--- src/rtl/button_repeat_conditioner_pkg.sv ---
// Shared definitions for the pushbutton conditioner: button bit map,
// per-channel FSM encoding, default timing and counter sizing.
package button_repeat_conditioner_pkg;

  localparam int BTN_LEFT  = 32'd0;
  localparam int BTN_RIGHT = 32'd1;
  localparam int BTN_UP    = 32'd2;
  localparam int BTN_DOWN  = 32'd3;

  localparam int DEFAULT_N_BTN           = 32'd4;
  localparam int DEFAULT_DEBOUNCE_CYCLES = 32'd650000;
  localparam int DEFAULT_HOLD_CYCLES     = 32'd32500000;
  localparam int DEFAULT_REPEAT_CYCLES   = 32'd6500000;

  typedef enum logic [1:0] {
    ST_IDLE   = 2'd0,
    ST_ARMED  = 2'd1,
    ST_REPEAT = 2'd2
  } chan_state_e;

  // Width of a counter that must hold 0..max_val, never narrower than one bit.
  function automatic int cnt_width(input int max_val);
    if (max_val < 32'sd1) begin
      return 32'sd1;
    end else begin
      return $clog2(max_val + 32'sd1);
    end
  endfunction

endpackage

--- src/rtl/button_channel.sv ---
// One button: 2-flop synchronizer, debounce counter, and the press/repeat FSM
// that emits single-cycle strobes while the debounced level is held high.
module button_channel
  import button_repeat_conditioner_pkg::*;
#(
  parameter int DEBOUNCE_CYCLES = DEFAULT_DEBOUNCE_CYCLES,
  parameter int HOLD_CYCLES     = DEFAULT_HOLD_CYCLES,
  parameter int REPEAT_CYCLES   = DEFAULT_REPEAT_CYCLES
) (
  input  logic clk,
  input  logic rst_n,
  input  logic btn,
  output logic level,
  output logic pulse
);

  localparam int DW   = cnt_width(DEBOUNCE_CYCLES - 32'sd1);
  localparam int RMAX = (HOLD_CYCLES > REPEAT_CYCLES) ? HOLD_CYCLES : REPEAT_CYCLES;
  localparam int RW   = cnt_width(RMAX - 32'sd1);

  localparam logic [DW-1:0] DCNT_LAST   = DW'(DEBOUNCE_CYCLES - 32'sd1);
  localparam logic [RW-1:0] HOLD_LOAD   = RW'(HOLD_CYCLES - 32'sd1);
  localparam logic [RW-1:0] REPEAT_LOAD = RW'(REPEAT_CYCLES - 32'sd1);

  logic          sync1_r;
  logic          sync2_r;
  logic          level_r;
  logic          pulse_r;
  logic [DW-1:0] dcnt_r;
  logic [RW-1:0] rcnt_r;
  chan_state_e   state_r;

  logic differ_s;
  logic accept_s;
  logic rise_s;
  logic fall_s;

  // Decide whether this sample completes a stable run and flips the level.
  always_comb begin
    differ_s = sync2_r ^ level_r;
    if (differ_s && (dcnt_r == DCNT_LAST)) begin
      accept_s = 1'b1;
    end else begin
      accept_s = 1'b0;
    end
    rise_s = accept_s & ~level_r;
    fall_s = accept_s & level_r;
  end

  // Two-stage synchronizer for the raw asynchronous button level.
  always_ff @(posedge clk or negedge rst_n) begin
    if (!rst_n) begin
      sync1_r <= 1'b0;
      sync2_r <= 1'b0;
    end else begin
      sync1_r <= btn;
      sync2_r <= sync1_r;
    end
  end

  // Debounce: count consecutive disagreeing samples, toggle the level on the last one.
  always_ff @(posedge clk or negedge rst_n) begin
    if (!rst_n) begin
      level_r <= 1'b0;
      dcnt_r  <= '0;
    end else if (accept_s) begin
      level_r <= ~level_r;
      dcnt_r  <= '0;
    end else if (differ_s) begin
      level_r <= level_r;
      dcnt_r  <= dcnt_r + DW'(1);
    end else begin
      level_r <= level_r;
      dcnt_r  <= '0;
    end
  end

  // Press/repeat FSM; a falling level in the same cycle as rcnt expiry suppresses the pulse.
  always_ff @(posedge clk or negedge rst_n) begin
    if (!rst_n) begin
      state_r <= ST_IDLE;
      rcnt_r  <= '0;
      pulse_r <= 1'b0;
    end else begin
      case (state_r)
        ST_IDLE: begin
          if (rise_s) begin
            state_r <= ST_ARMED;
            rcnt_r  <= HOLD_LOAD;
            pulse_r <= 1'b1;
          end else begin
            state_r <= ST_IDLE;
            rcnt_r  <= '0;
            pulse_r <= 1'b0;
          end
        end
        ST_ARMED, ST_REPEAT: begin
          if (fall_s) begin
            state_r <= ST_IDLE;
            rcnt_r  <= '0;
            pulse_r <= 1'b0;
          end else if (rcnt_r == '0) begin
            state_r <= ST_REPEAT;
            rcnt_r  <= REPEAT_LOAD;
            pulse_r <= 1'b1;
          end else begin
            state_r <= state_r;
            rcnt_r  <= rcnt_r - RW'(1);
            pulse_r <= 1'b0;
          end
        end
        default: begin
          state_r <= ST_IDLE;
          rcnt_r  <= '0;
          pulse_r <= 1'b0;
        end
      endcase
    end
  end

  assign level = level_r;
  assign pulse = pulse_r;

endmodule

--- src/rtl/button_repeat_conditioner.sv ---
// Pushbutton conditioner for the camera controls: one independent
// synchronize/debounce/auto-repeat channel per button.
module button_repeat_conditioner
  import button_repeat_conditioner_pkg::*;
#(
  parameter int N_BTN           = DEFAULT_N_BTN,
  parameter int DEBOUNCE_CYCLES = DEFAULT_DEBOUNCE_CYCLES,
  parameter int HOLD_CYCLES     = DEFAULT_HOLD_CYCLES,
  parameter int REPEAT_CYCLES   = DEFAULT_REPEAT_CYCLES
) (
  input  logic             clk,
  input  logic             rst_n,
  input  logic [N_BTN-1:0] btn_in,
  output logic [N_BTN-1:0] btn_level,
  output logic [N_BTN-1:0] btn_pulse
);

  // Hold/repeat of at least 2 keeps a low cycle between strobes for the downstream edge detector.
  if (DEBOUNCE_CYCLES < 32'sd1) begin : g_bad_debounce
    $error("DEBOUNCE_CYCLES must be >= 1");
  end
  if (HOLD_CYCLES < 32'sd2) begin : g_bad_hold
    $error("HOLD_CYCLES must be >= 2");
  end
  if (REPEAT_CYCLES < 32'sd2) begin : g_bad_repeat
    $error("REPEAT_CYCLES must be >= 2");
  end

  for (genvar i = 0; i < N_BTN; i++) begin : g_chan
    button_channel #(
      .DEBOUNCE_CYCLES (DEBOUNCE_CYCLES),
      .HOLD_CYCLES     (HOLD_CYCLES),
      .REPEAT_CYCLES   (REPEAT_CYCLES)
    ) u_chan (
      .clk   (clk),
      .rst_n (rst_n),
      .btn   (btn_in[i]),
      .level (btn_level[i]),
      .pulse (btn_pulse[i])
    );
  end

endmodule

--- config.mk ---
export PLATFORM = sky130hd
export DESIGN_NAME = button_repeat_conditioner
export DESIGN_NICKNAME = d
export VERILOG_FILES = /design/src/rtl/button_repeat_conditioner_pkg.sv /design/src/rtl/button_channel.sv /design/src/rtl/button_repeat_conditioner.sv
export SDC_FILE = /design/constraint.sdc
export NUM_CORES = 1
export LEC_CHECK = 0
export ABC_AREA = 0
export BUFFER_PORTS_ARGS = -buffer_cell sky130_fd_sc_hd__buf_2
export CAP_MARGIN = 25
export CORE_MARGIN = 2
export CORE_UTILIZATION = 63
export CTS_BUF_LIST = sky130_fd_sc_hd__clkbuf_16
export DETAILED_ROUTE_END_ITERATION = 10
export PLACE_DENSITY = 0.8
export SLEW_MARGIN = 25
export SYNTH_ARGS = -nofsm -noshare
export SYNTH_HDL_FRONTEND = slang
export SYNTH_HIERARCHICAL = 1
export SYNTH_SLANG_ARGS = --single-unit
--- constraint.sdc ---
create_clock -name clk -period 4.16 [get_ports clk]
set_clock_uncertainty 0.05 [all_clocks]
set_input_delay 0.624 -clock clk [delete_from_list [all_inputs] [get_ports clk]]
set_output_delay 0.624 -clock clk [all_outputs]
set_load 0.05 [all_outputs]
* Word-level counts from Yosys, hierarchy flattened
Index checks and enable logic that the tools add are counted.
** Storage, ports and cells
- Register bits after elaboration :: 204
- Word-level logic and storage cells :: 144
- Input port bits :: 6
- Output and inout bits :: 8
** Operators by class
- Equality and inequality tests :: 16
- Reductions and logical operators :: 16
- Multiplexer cells :: 60
- Add/subtract/negate cells :: 8
- Bitwise logic cells :: 16
** Operator list (number)
- $mux 25 :: 12
- $pmux 25 s2 :: 4
- $mux 20 :: 8
- $logic_not 25->1 :: 4
- $sub 25x1->25 const B :: 4
- $add 20x1->20 const B :: 4
- $eq 20x20->1 const B :: 4
- $mux 1 :: 20
- $mux 2 :: 8
- $pmux 2 s2 :: 4
- $ne 3x1->1 const B :: 4
- $and 1x1->1 :: 8
- $eq 2x1->1 const B :: 4
- $eq 2x2->1 const B :: 4
- $logic_not 2->1 :: 4
- $pmux 1 s2 :: 4
- $reduce_or 2->1 :: 4
- $logic_and 1x1->1 :: 4
- $not 1->1 :: 4
- $xor 1x1->1 :: 4

* Depth between registers and ports, before layout
Gate-level depths: netlist of run 1.
- Depth in word-level cells :: 6
- Gate-level depth with buffers :: 8
- Gate-level depth less buffers :: 7

* Modules after synthesis
Netlist of run 1, hierarchy kept.
** By module, submodules not included
- button_channel (g_chan[0].u_chan ...) :: seq. area each 1276.2 µm², area each 2570.0 µm², cells an instance 259, instances 3
- button_channel (g_chan[3].u_chan) :: seq. area each 1276.2 µm², area each 2561.2 µm², cells an instance 248, instances 1

* Least setup slack after synthesis of run 1
OpenSTA, ideal clock, no wires.
- Path type :: register to register
- Start point :: reg g_chan[0].u_chan.rcnt_r[15]
- End point :: reg g_chan[0].u_chan.rcnt_r[14]
- Clock period less this slack :: 2.543 ns
- Slack :: 1.617 ns
- Cell stages (with the launch flop) :: 8
- Data required time :: 3.976 ns
- Arrival :: 2.359 ns
- Setup time :: 0.134 ns
- Buffers on the path :: 2
- Cells stage by stage :: dfrtp_1 or4_4 or4_4 or4b_1 buf_6 nand2b_2 buf_6 o21ai_1
** Between the ends
- Word-level cells in the longest chain between the ends :: 4
** Ends and longest elaborated chain
- from (decl) :: RTL line button_channel.sv:30 : logic [RW-1:0] rcnt_r;
- from (signal assigned) :: RTL line button_channel.sv:108 : rcnt_r <= rcnt_r - RW'(1);
- $logic_not 25->1 :: RTL line button_channel.sv:102 : end else if (rcnt_r == '0) begin
- $mux 25 :: RTL line button_channel.sv:102
- $mux 25 :: RTL line button_channel.sv:98 : if (fall_s) begin
- $pmux 25 s2 :: RTL line button_channel.sv:85 : case (state_r)
Every way passes these cells.
A chain may end at the register's enable or synchronous reset.

* Worst setup path in the final report of run 1
- Start point :: reg g_chan[1].u_chan.dcnt_r[4]
- End point :: reg g_chan[1].u_chan.rcnt_r[15]
** Between the ends
- Word-level cells in the longest chain between the ends :: 6
- Elaborated cells on any way between the ends :: 8
- Classes of those cells :: 1 x eq/ne; 4 x mux; 2 x bitwise; 1 x reduce/logical
** Ends and longest elaborated chain
- from (decl) :: RTL line button_channel.sv:29 : logic [DW-1:0] dcnt_r;
- from (signal assigned) :: RTL line button_channel.sv:71 : dcnt_r <= dcnt_r + DW'(1);
- $eq 20x20->1 * :: RTL line button_channel.sv:41 : if (differ_s && (dcnt_r == DCNT_LAST)) begin
- $logic_and 1x1->1 * :: RTL line button_channel.sv:41
- $mux 1 * :: RTL line button_channel.sv:41
- $and 1x1->1 (on tied branches) :: RTL line button_channel.sv:47, button_channel.sv:46
- $mux 25 (on tied branches) :: RTL line button_channel.sv:98, button_channel.sv:87
- $pmux 25 s2 * :: RTL line button_channel.sv:85
- to (signal assigned) :: RTL line button_channel.sv:108
- to (decl) :: RTL line button_channel.sv:30
Mark *: on every way between the ends. The rest lies on a longest branch, timed or not.

==> results of run 1 <==
## power by group
| part | internal [mW] | switching, mW | leakage (nW) | total [mW] |
|---|---|---|---|---|
| logic | 0.0176 | 0.0591 | 2.14 | 0.0766 |
| registers | 2.00 | 0.00971 | 2.82 | 2.01 |
| clock network | 1.12 | 0.753 | 0.352 | 1.87 |
## worst register-to-register path, cell delays in order, from the launching register on
cell and delay, ns:
dfrtp_1 0.44, or4b_2 0.68, nor4_1 0.46, a311o_1 0.60, nand2b_2 0.35, o21ai_1 0.12
## sequential cells by signal, indices dropped and copies added (netlist names)
| register | cells |
|---|---|
| g_chan.u_chan/sync2_r | 4 |
| g_chan.u_chan/dcnt_r | 80 |
| g_chan.u_chan/state_r | 8 |
| g_chan.u_chan/pulse | 4 |
| g_chan.u_chan/rcnt_r | 100 |
| g_chan.u_chan/level | 4 |
| g_chan.u_chan/sync1_r | 4 |
## synth_stat cells (all sizes together) (7+ instances only)
| library cell | n |
|---|---|
| or3 | 20 |
| a21oi | 19 |
| xor2 | 58 |
| inv | 37 |
| or4 | 20 |
| nand3b | 7 |
| nor4 | 32 |
| xnor2 | 109 |
| dfrtp | 204 |
| nor2 | 133 |
| o21ai | 81 |
| nor3 | 57 |
| and3 | 15 |
| buf | 19 |
| ha | 20 |
| or4b | 17 |
| and2 | 8 |
| nand4 | 29 |
| nand3 | 32 |
| clkbuf | 8 |
| nand2b | 8 |
| nand2 | 54 |
| nor4b | 7 |
## path summary, 6_finish.rpt
check                                                        end  slack (ns)                            startpoint  depth (start not counted)
setup / recovery           g_chan[1].u_chan/rcnt_r[15]$_DFF_PN0_        1.33  g_chan[1].u_chan/dcnt_r[4]$_DFF_PN0_                          5
hold / removal              g_chan[2].u_chan/dcnt_r[2]$_DFF_PN0_        0.12                                 rst_n                          1
setup reg to reg           g_chan[1].u_chan/rcnt_r[15]$_DFF_PN0_        1.33  g_chan[1].u_chan/dcnt_r[4]$_DFF_PN0_                          5
hold reg to reg               g_chan[1].u_chan/sync2_r$_DFF_PN0_        0.30    g_chan[1].u_chan/sync1_r$_DFF_PN0_                          0
max in group asynchronous  g_chan[1].u_chan/dcnt_r[17]$_DFF_PN0_        3.03                                 rst_n                          2
min in group clk              g_chan[2].u_chan/sync1_r$_DFF_PN0_        0.17                             btn_in[2]                          1
## metal layers
layer  up-vias  global-route usage, %
met5         -                      0
met4         0                  5.374
met3        25                  3.202
met2       138                  37.58
met1      3616                  32.16
li1       3621                      -
## stage by stage
stage	util [%]	power [mW]	instances
floorplan	-	2.072	1025
global placement	65.99	2.121	1230
detailed placement	65.99	2.124	1230
CTS	70.40	4.000	1270
global route	70.41	4.088	1270
finish	70.41	3.956	1270
## cell usage in the layout (no fill, tap or decap), types with 3 or more instances in the layout
cell	instances
dfrtp_1	204
nor2_1	133
xnor2_1	109
xor2_1	58
nor3_1	56
o21ai_0	55
nand2_1	53
inv_1	39
nand3_1	32
nor4_1	31
nand4_1	29
clkbuf_16	23
o21ai_1	21
or3_1	20
ha_1	20
a21oi_1	19
and3_1	15
or4b_2	13
or4_1	13
buf_2	12
clkinv_1	9
or4_4	7
nand3b_1	7
nor4b_1	7
or4bb_1	6
nand2b_1	5
and2_1	5
o21ai_2	5
or4b_1	4
or2_2	4
clkinv_2	3
a311o_1	3
o211ai_1	3
nand2b_2	3
and2_4	3
## final cells by class
cell class                 count  area, um^2
clock buffer                  23       575.6
clock inverter                17       125.1
fill                        1177        4701
inverter                      37       138.9
multi-input combinational    757        4860
sequential                   204        5105
tap                          216       270.3
timing repair buffer          16       110.1
## cell families (layout without fill, tap and decap cells)
family	after synthesis	after routing
AOI/OAI and AO/OA	112	112
xor gates and xnor gates	167	167
DFF	204	204
and+or+nand+nor	457	457
adders and majority gates	20	20
buffers and inverters	64	93
muxes	1	1
==> results.sh, run 1 <==
export IMPL_status="finished, final reports clean"
export IMPL_holdCritPathClass="in -> async"
export IMPL_viasPerCell=5.827
export IMPL_synth_distinct_cells=52
export IMPL_dr_total_vias=7400
export IMPL_yosys_area_share_simple_pct=24.45
export IMPL_synthFlopType="dfrtp_1"
export IMPL_whs_ns=0.1250
export IMPL_maxCapViolations=0
export IMPL_ir_worst_vdd_mv=0.3597
export IMPL_cts_path_max_buffers=3
export IMPL_crit_path_top_delay_cell="or4b_2"
export IMPL_timing_final_ws_setup_ns=1.328
export IMPL_wl_met1_um=9186
export IMPL_leakage_nw=5.316
export IMPL_ant_nets=0
export IMPL_yosysTopAreaCell="dfrtp_1"
export IMPL_grt_pass1_vias=7327
export IMPL_finalMaxSlewViolations=0
export IMPL_clock_latency_ns=0.50
export IMPL_synth_top_family_by_area="simple AND/OR/NAND/NOR gates"
export IMPL_firstDrtPassIters=5
export IMPL_nets=1064
export IMPL_synth_xor_area_share_pct=14.24
export IMPL_ios=14
export IMPL_syn_area_um2=10270
export IMPL_die_area_um2=17340
export IMPL_power_density_nw_per_um2=353.7
export IMPL_grt_pass1_wl_um=33850
export IMPL_rows=46
export IMPL_path_class="reg -> reg"
export IMPL_synthMuxAreaShare_pct=0.09745
export IMPL_area_growth_pct=8.893
export IMPL_synth_fa_ha_area_share_pct=2.436
export IMPL_finalCritPeriodShare_pct=68.07
export IMPL_netlist_instances=1025
export IMPL_clkSinkCount=204
export IMPL_cts_hold_buf=0
export IMPL_crit_family="simple AND/OR/NAND/NOR gates"
export IMPL_ys_async_sr_fraction_pct=100.0
export IMPL_synth_compound_area_share_pct=6.091
export IMPL_cts_tree="built"
export IMPL_path_clk_slew_ns=0.06
export IMPL_synth_warnings=6
export IMPL_critPathBufInv=0
export IMPL_die_width_um=131.7
export IMPL_antenna_found_initial=0
export IMPL_grt_max_degree=122
export IMPL_core_area_um2=15890
export IMPL_overflow=0
export IMPL_cts_resized=0
export IMPL_endpoint_kind="register"
export IMPL_cts_max_level=1
export IMPL_avgRoutedWirePerCell_um=15.17
export IMPL_synth_edf_count=0
export IMPL_postRouteWirelength_um=19270
export IMPL_place_hpwl_um=12690
export IMPL_portBuffers=13
export IMPL_root_buffer="clkbuf_16"
export IMPL_worst_setup_path_start_kind="register"
export IMPL_yosysTopAreaCellShare_pct=49.70
export IMPL_setup_tns_ns=0
export IMPL_cp_required_ns=4.47
export IMPL_grt_usage_pct=22.75
export IMPL_rsz0062_at_grt="no"
export IMPL_drc=0
export IMPL_critPathArrivalTime_ns=3.14
export IMPL_finalSetupViolations=0
export IMPL_dr_wl_met2_um=9125
export IMPL_cts_setup_buffers=0
export IMPL_wl_met3_um=588
export IMPL_placed_cell_area_um2=10480
export IMPL_synth_seq_area_share_pct=49.70
export IMPL_path_cells="or4b_2, nor4_1, a311o_1, nand2b_2, o21ai_1"
export IMPL_max_slew_margin_pct=40.92
export IMPL_final_area_um2=11180
export IMPL_syn_avg_cell_area_um2=10.02
export IMPL_drive_above_1_share_pct=8.065
export IMPL_die_h_um=131.7
export IMPL_drt_first_iter_violations=515
export IMPL_synthTopCellsByArea="dfrtp_1, xnor2_1, xor2_1, nor2_1, nor3_1"
export IMPL_path_max_fanout=15
export IMPL_max_stage_delay_ns=0.68
export IMPL_cts_buffers=22
export IMPL_start_util_pct=64.66
export IMPL_dpl_worst_slack_ns=1.355
export IMPL_gp_congestion=0.8178
export IMPL_max_freq_ghz=0.3531
export IMPL_ys_ff_latch=204
export IMPL_report_final_hold_viol_count=0
export IMPL_tightest_slew_ns=0.8862
export IMPL_insertedDiodeCount=0
export IMPL_synth_nets=1051
export IMPL_highest_layer="met4"
export IMPL_fin_crit_ns=2.832
Note: power is estimated with default switching activity, not from simulation.
==> run 2: changes to the inputs <==
--- a/config.mk
+++ b/config.mk
@@ -9,10 +9,10 @@
 export BUFFER_PORTS_ARGS = -buffer_cell sky130_fd_sc_hd__buf_2
 export CAP_MARGIN = 25
 export CORE_MARGIN = 2
-export CORE_UTILIZATION = 63
+export CORE_UTILIZATION = 57
 export CTS_BUF_LIST = sky130_fd_sc_hd__clkbuf_16
 export DETAILED_ROUTE_END_ITERATION = 10
-export PLACE_DENSITY = 0.8
+export PLACE_DENSITY = 0.76
 export SLEW_MARGIN = 25
 export SYNTH_ARGS = -nofsm -noshare
 export SYNTH_HDL_FRONTEND = slang
==> constraint.sdc (replaced) <==
create_clock -name clk -period 2.6 [get_ports clk]
set_clock_uncertainty 0.05 [all_clocks]
set_input_delay 0.39 -clock clk [delete_from_list [all_inputs] [get_ports clk]]
set_output_delay 0.39 -clock clk [all_outputs]
set_load 0.05 [all_outputs]
==> run 2 against run 1 <==
Against the previous run: critical path depth did not move; cell count up 5.8%; clock power rose by 94%; via count up 2.5%; core utilization shrank 3.8 points; largest cell class unchanged.
==> results.sh, run 2 (synthesis gave the netlist of run 1 again) <==
export IMPL_fin_crit_ns=2.471
export IMPL_area_growth_pct=15.74
export IMPL_clockPowerShare_pct=52.0
export IMPL_finalSetupViolations=0
export IMPL_finalCritPeriodShare_pct=95.05
export IMPL_dr_total_vias=7583
export IMPL_final_common_cell="dfrtp_1"
export IMPL_grt_busiest_layer="met2"
export IMPL_rsz0062_at_grt="no"
export IMPL_use_met1_pct=30.11
export IMPL_grt_util_met2_pct=35.44
export IMPL_largest_register="g_chan.u_chan/rcnt_r"
export IMPL_critPathArrivalTime_ns=2.78
export IMPL_maxCapViolations=0
export IMPL_start_util_pct=57.57
export IMPL_drt_first_iter_violations=377
export IMPL_finalMaxSlewViolations=0
export IMPL_finalPower_mw=6.981
export IMPL_rows=49
export IMPL_ant_nets=0
export IMPL_power_frac_comb_pct=2.0
export IMPL_path_cells="or4_4, or4_4, or4b_4, nand2b_4, o21ai_1"
export IMPL_grt_usage_pct=21.45
export IMPL_seqCellArea_um2=5105
export IMPL_tightest_slew_ns=0.6659
export IMPL_cts_path_max_buffers=3
export IMPL_cp_required_ns=2.91
export IMPL_drc=0
export IMPL_viasPerCell=5.642
export IMPL_postRouteWirelength_um=19830
export IMPL_clkSinkCount=204
export IMPL_worst_setup_path_start_kind="register"
export IMPL_crit_family="simple AND/OR/NAND/NOR gates"
export IMPL_largest_reg_flops=100
export IMPL_pwr_share_seq_pct=46.0
export IMPL_cts_tree="built"
export IMPL_report_final_hold_viol_count=0
export IMPL_antenna_found_initial=0
export IMPL_path_clk_slew_ns=0.06
export IMPL_max_freq_ghz=0.4046
export IMPL_firstDrtPassIters=5
export IMPL_path_max_fanout=10
export IMPL_grt_pass1_wl_um=35220
export IMPL_ios=14
export IMPL_status="finished, final reports clean"
export IMPL_cp_common_cell="or4_4"
export IMPL_grt_max_degree=81
export IMPL_timing_final_ws_setup_ns=0.1286
export IMPL_die_width_um=138.2
export IMPL_insertedDiodeCount=0
export IMPL_avgRoutedWirePerCell_um=14.75
export IMPL_critPathBufInv=0
export IMPL_die_h_um=138.2
export IMPL_max_slew_margin_pct=55.61
export IMPL_reg_top3="g_chan.u_chan/rcnt_r x100, g_chan.u_chan/dcnt_r x80, g_chan.u_chan/state_r x8"
export IMPL_multiInputGateArea_um2=4892
export IMPL_cts_max_level=1
export IMPL_root_buffer="clkbuf_16"
export IMPL_p_sw_share_pct=19.41
export IMPL_clock_latency_ns=0.50
export IMPL_ir_worst_vdd_mv=0.5923
export IMPL_internal_power_mw=5.626
export IMPL_nFillCells=1382
export IMPL_crit_path_top_delay_cell="or4b_4"
export IMPL_gp_congestion=0.7988
export IMPL_final_util_pct=66.63
export IMPL_dpl_worst_slack_ns=-0.0002554
export IMPL_leakage_nw=5.714
export IMPL_grt_pass1_vias=7652
export IMPL_layout_common_cells="dfrtp_1, nor2_1, xnor2_1, xor2_1, buf_4"
export IMPL_power_density_nw_per_um2=587.3
export IMPL_max_stage_delay_ns=0.60
export IMPL_die_area_um2=19110
export IMPL_nets=1126
export IMPL_cts_buffers=22
export IMPL_endpoint_kind="register"
export IMPL_overflow=0
export IMPL_p_switching_mw=1.355
export IMPL_cts_setup_buffers=0
export IMPL_place_hpwl_um=13460
export IMPL_drive_above_1_share_pct=13.63
export IMPL_gr_usage_met3_pct=3.498
export IMPL_holdCritPathClass="reg -> reg"
export IMPL_portBuffers=13
export IMPL_path_class="reg -> reg"
export IMPL_core_area_um2=17840
==> run 2: cell types whose count changed in the layout (fill, tap and decap cells not counted), moves of 2 or more <==
cell / previous run / this run
clkinv_1: 9 / 3
bufinv_16: 2 / 8
or4b_1: 4 / 1
nand2b_4: 0 / 3
nand2b_2: 3 / 0
buf_4: 2 / 57
buf_12: 1 / 3
dlygate4sd3_1: 0 / 5
or4b_4: 0 / 3
==> run 2: cell type report <==
| type | count | share of cell area, % |
|---|---|---|
| clock buffer | 23 | 4.842 |
| clock inverter | 16 | 2.337 |
| inverter | 37 | 1.168 |
| multi-input combinational | 757 | 41.15 |
| sequential | 204 | 42.94 |
| tap | 229 | 2.410 |
| timing repair buffer | 78 | 5.147 |
==> run 2: through the flow <==
step                      setup TNS (ns)  cells  cell area (um^2)  hold slack, ns
after floorplan                        0   1025             10270         0.04441
after global placement                 0   1300             10950          0.2822
after CTS                              0   1344             11860          0.2945
after global routing                   0   1344             11890          0.3094
after detailed placement      -0.0002554   1300             10950          0.2864
final                                  0   1344             11890          0.2942
==> run 2: routing by layer <==
metal	wire [um]	part of all wire, %
met3	662	3.3
met5	0	0
met2	9491	48
met4	373	1.9
met1	9301	47
==> run 2: path summary, 6_finish.rpt <==
kind | slack, ns | cells after the start | end | startpoint
worst max register to register | 0.13 | 5 | g_chan[2].u_chan/rcnt_r[23]$_DFF_PN0_ | g_chan[2].u_chan/rcnt_r[15]$_DFF_PN0_
worst min register to register | 0.29 | 0 | g_chan[0].u_chan/sync2_r$_DFF_PN0_ | g_chan[0].u_chan/sync1_r$_DFF_PN0_
worst min-delay path | 0.29 | 0 | g_chan[0].u_chan/sync2_r$_DFF_PN0_ | g_chan[0].u_chan/sync1_r$_DFF_PN0_
worst max-delay path | 0.13 | 5 | g_chan[2].u_chan/rcnt_r[23]$_DFF_PN0_ | g_chan[2].u_chan/rcnt_r[15]$_DFF_PN0_
max in group asynchronous | 1.41 | 3 | g_chan[0].u_chan/rcnt_r[7]$_DFF_PN0_ | rst_n
min in group asynchronous | 0.43 | 2 | g_chan[2].u_chan/dcnt_r[7]$_DFF_PN0_ | rst_n
==> run 2: timing repair <==
action | 4_1_cts | 5_1_grt
hold endpoints to repair | 78 | 0
resized for setup | 1 | 6
hold buffers | 5 | 0
endpoints found under the setup margin | 6 | 61
==> run 2: power groups by stage <==
stage	Combinational, mW	Clock, mW	Sequential, mW
2_1_floorplan	0.0483	0	3.27
3_3_place_gp	0.137	0	3.27
3_5_place_dp	0.139	0	3.27
4_1_cts	0.145	3.70	3.21
5_1_grt	0.164	3.84	3.21
6_report	0.138	3.63	3.21
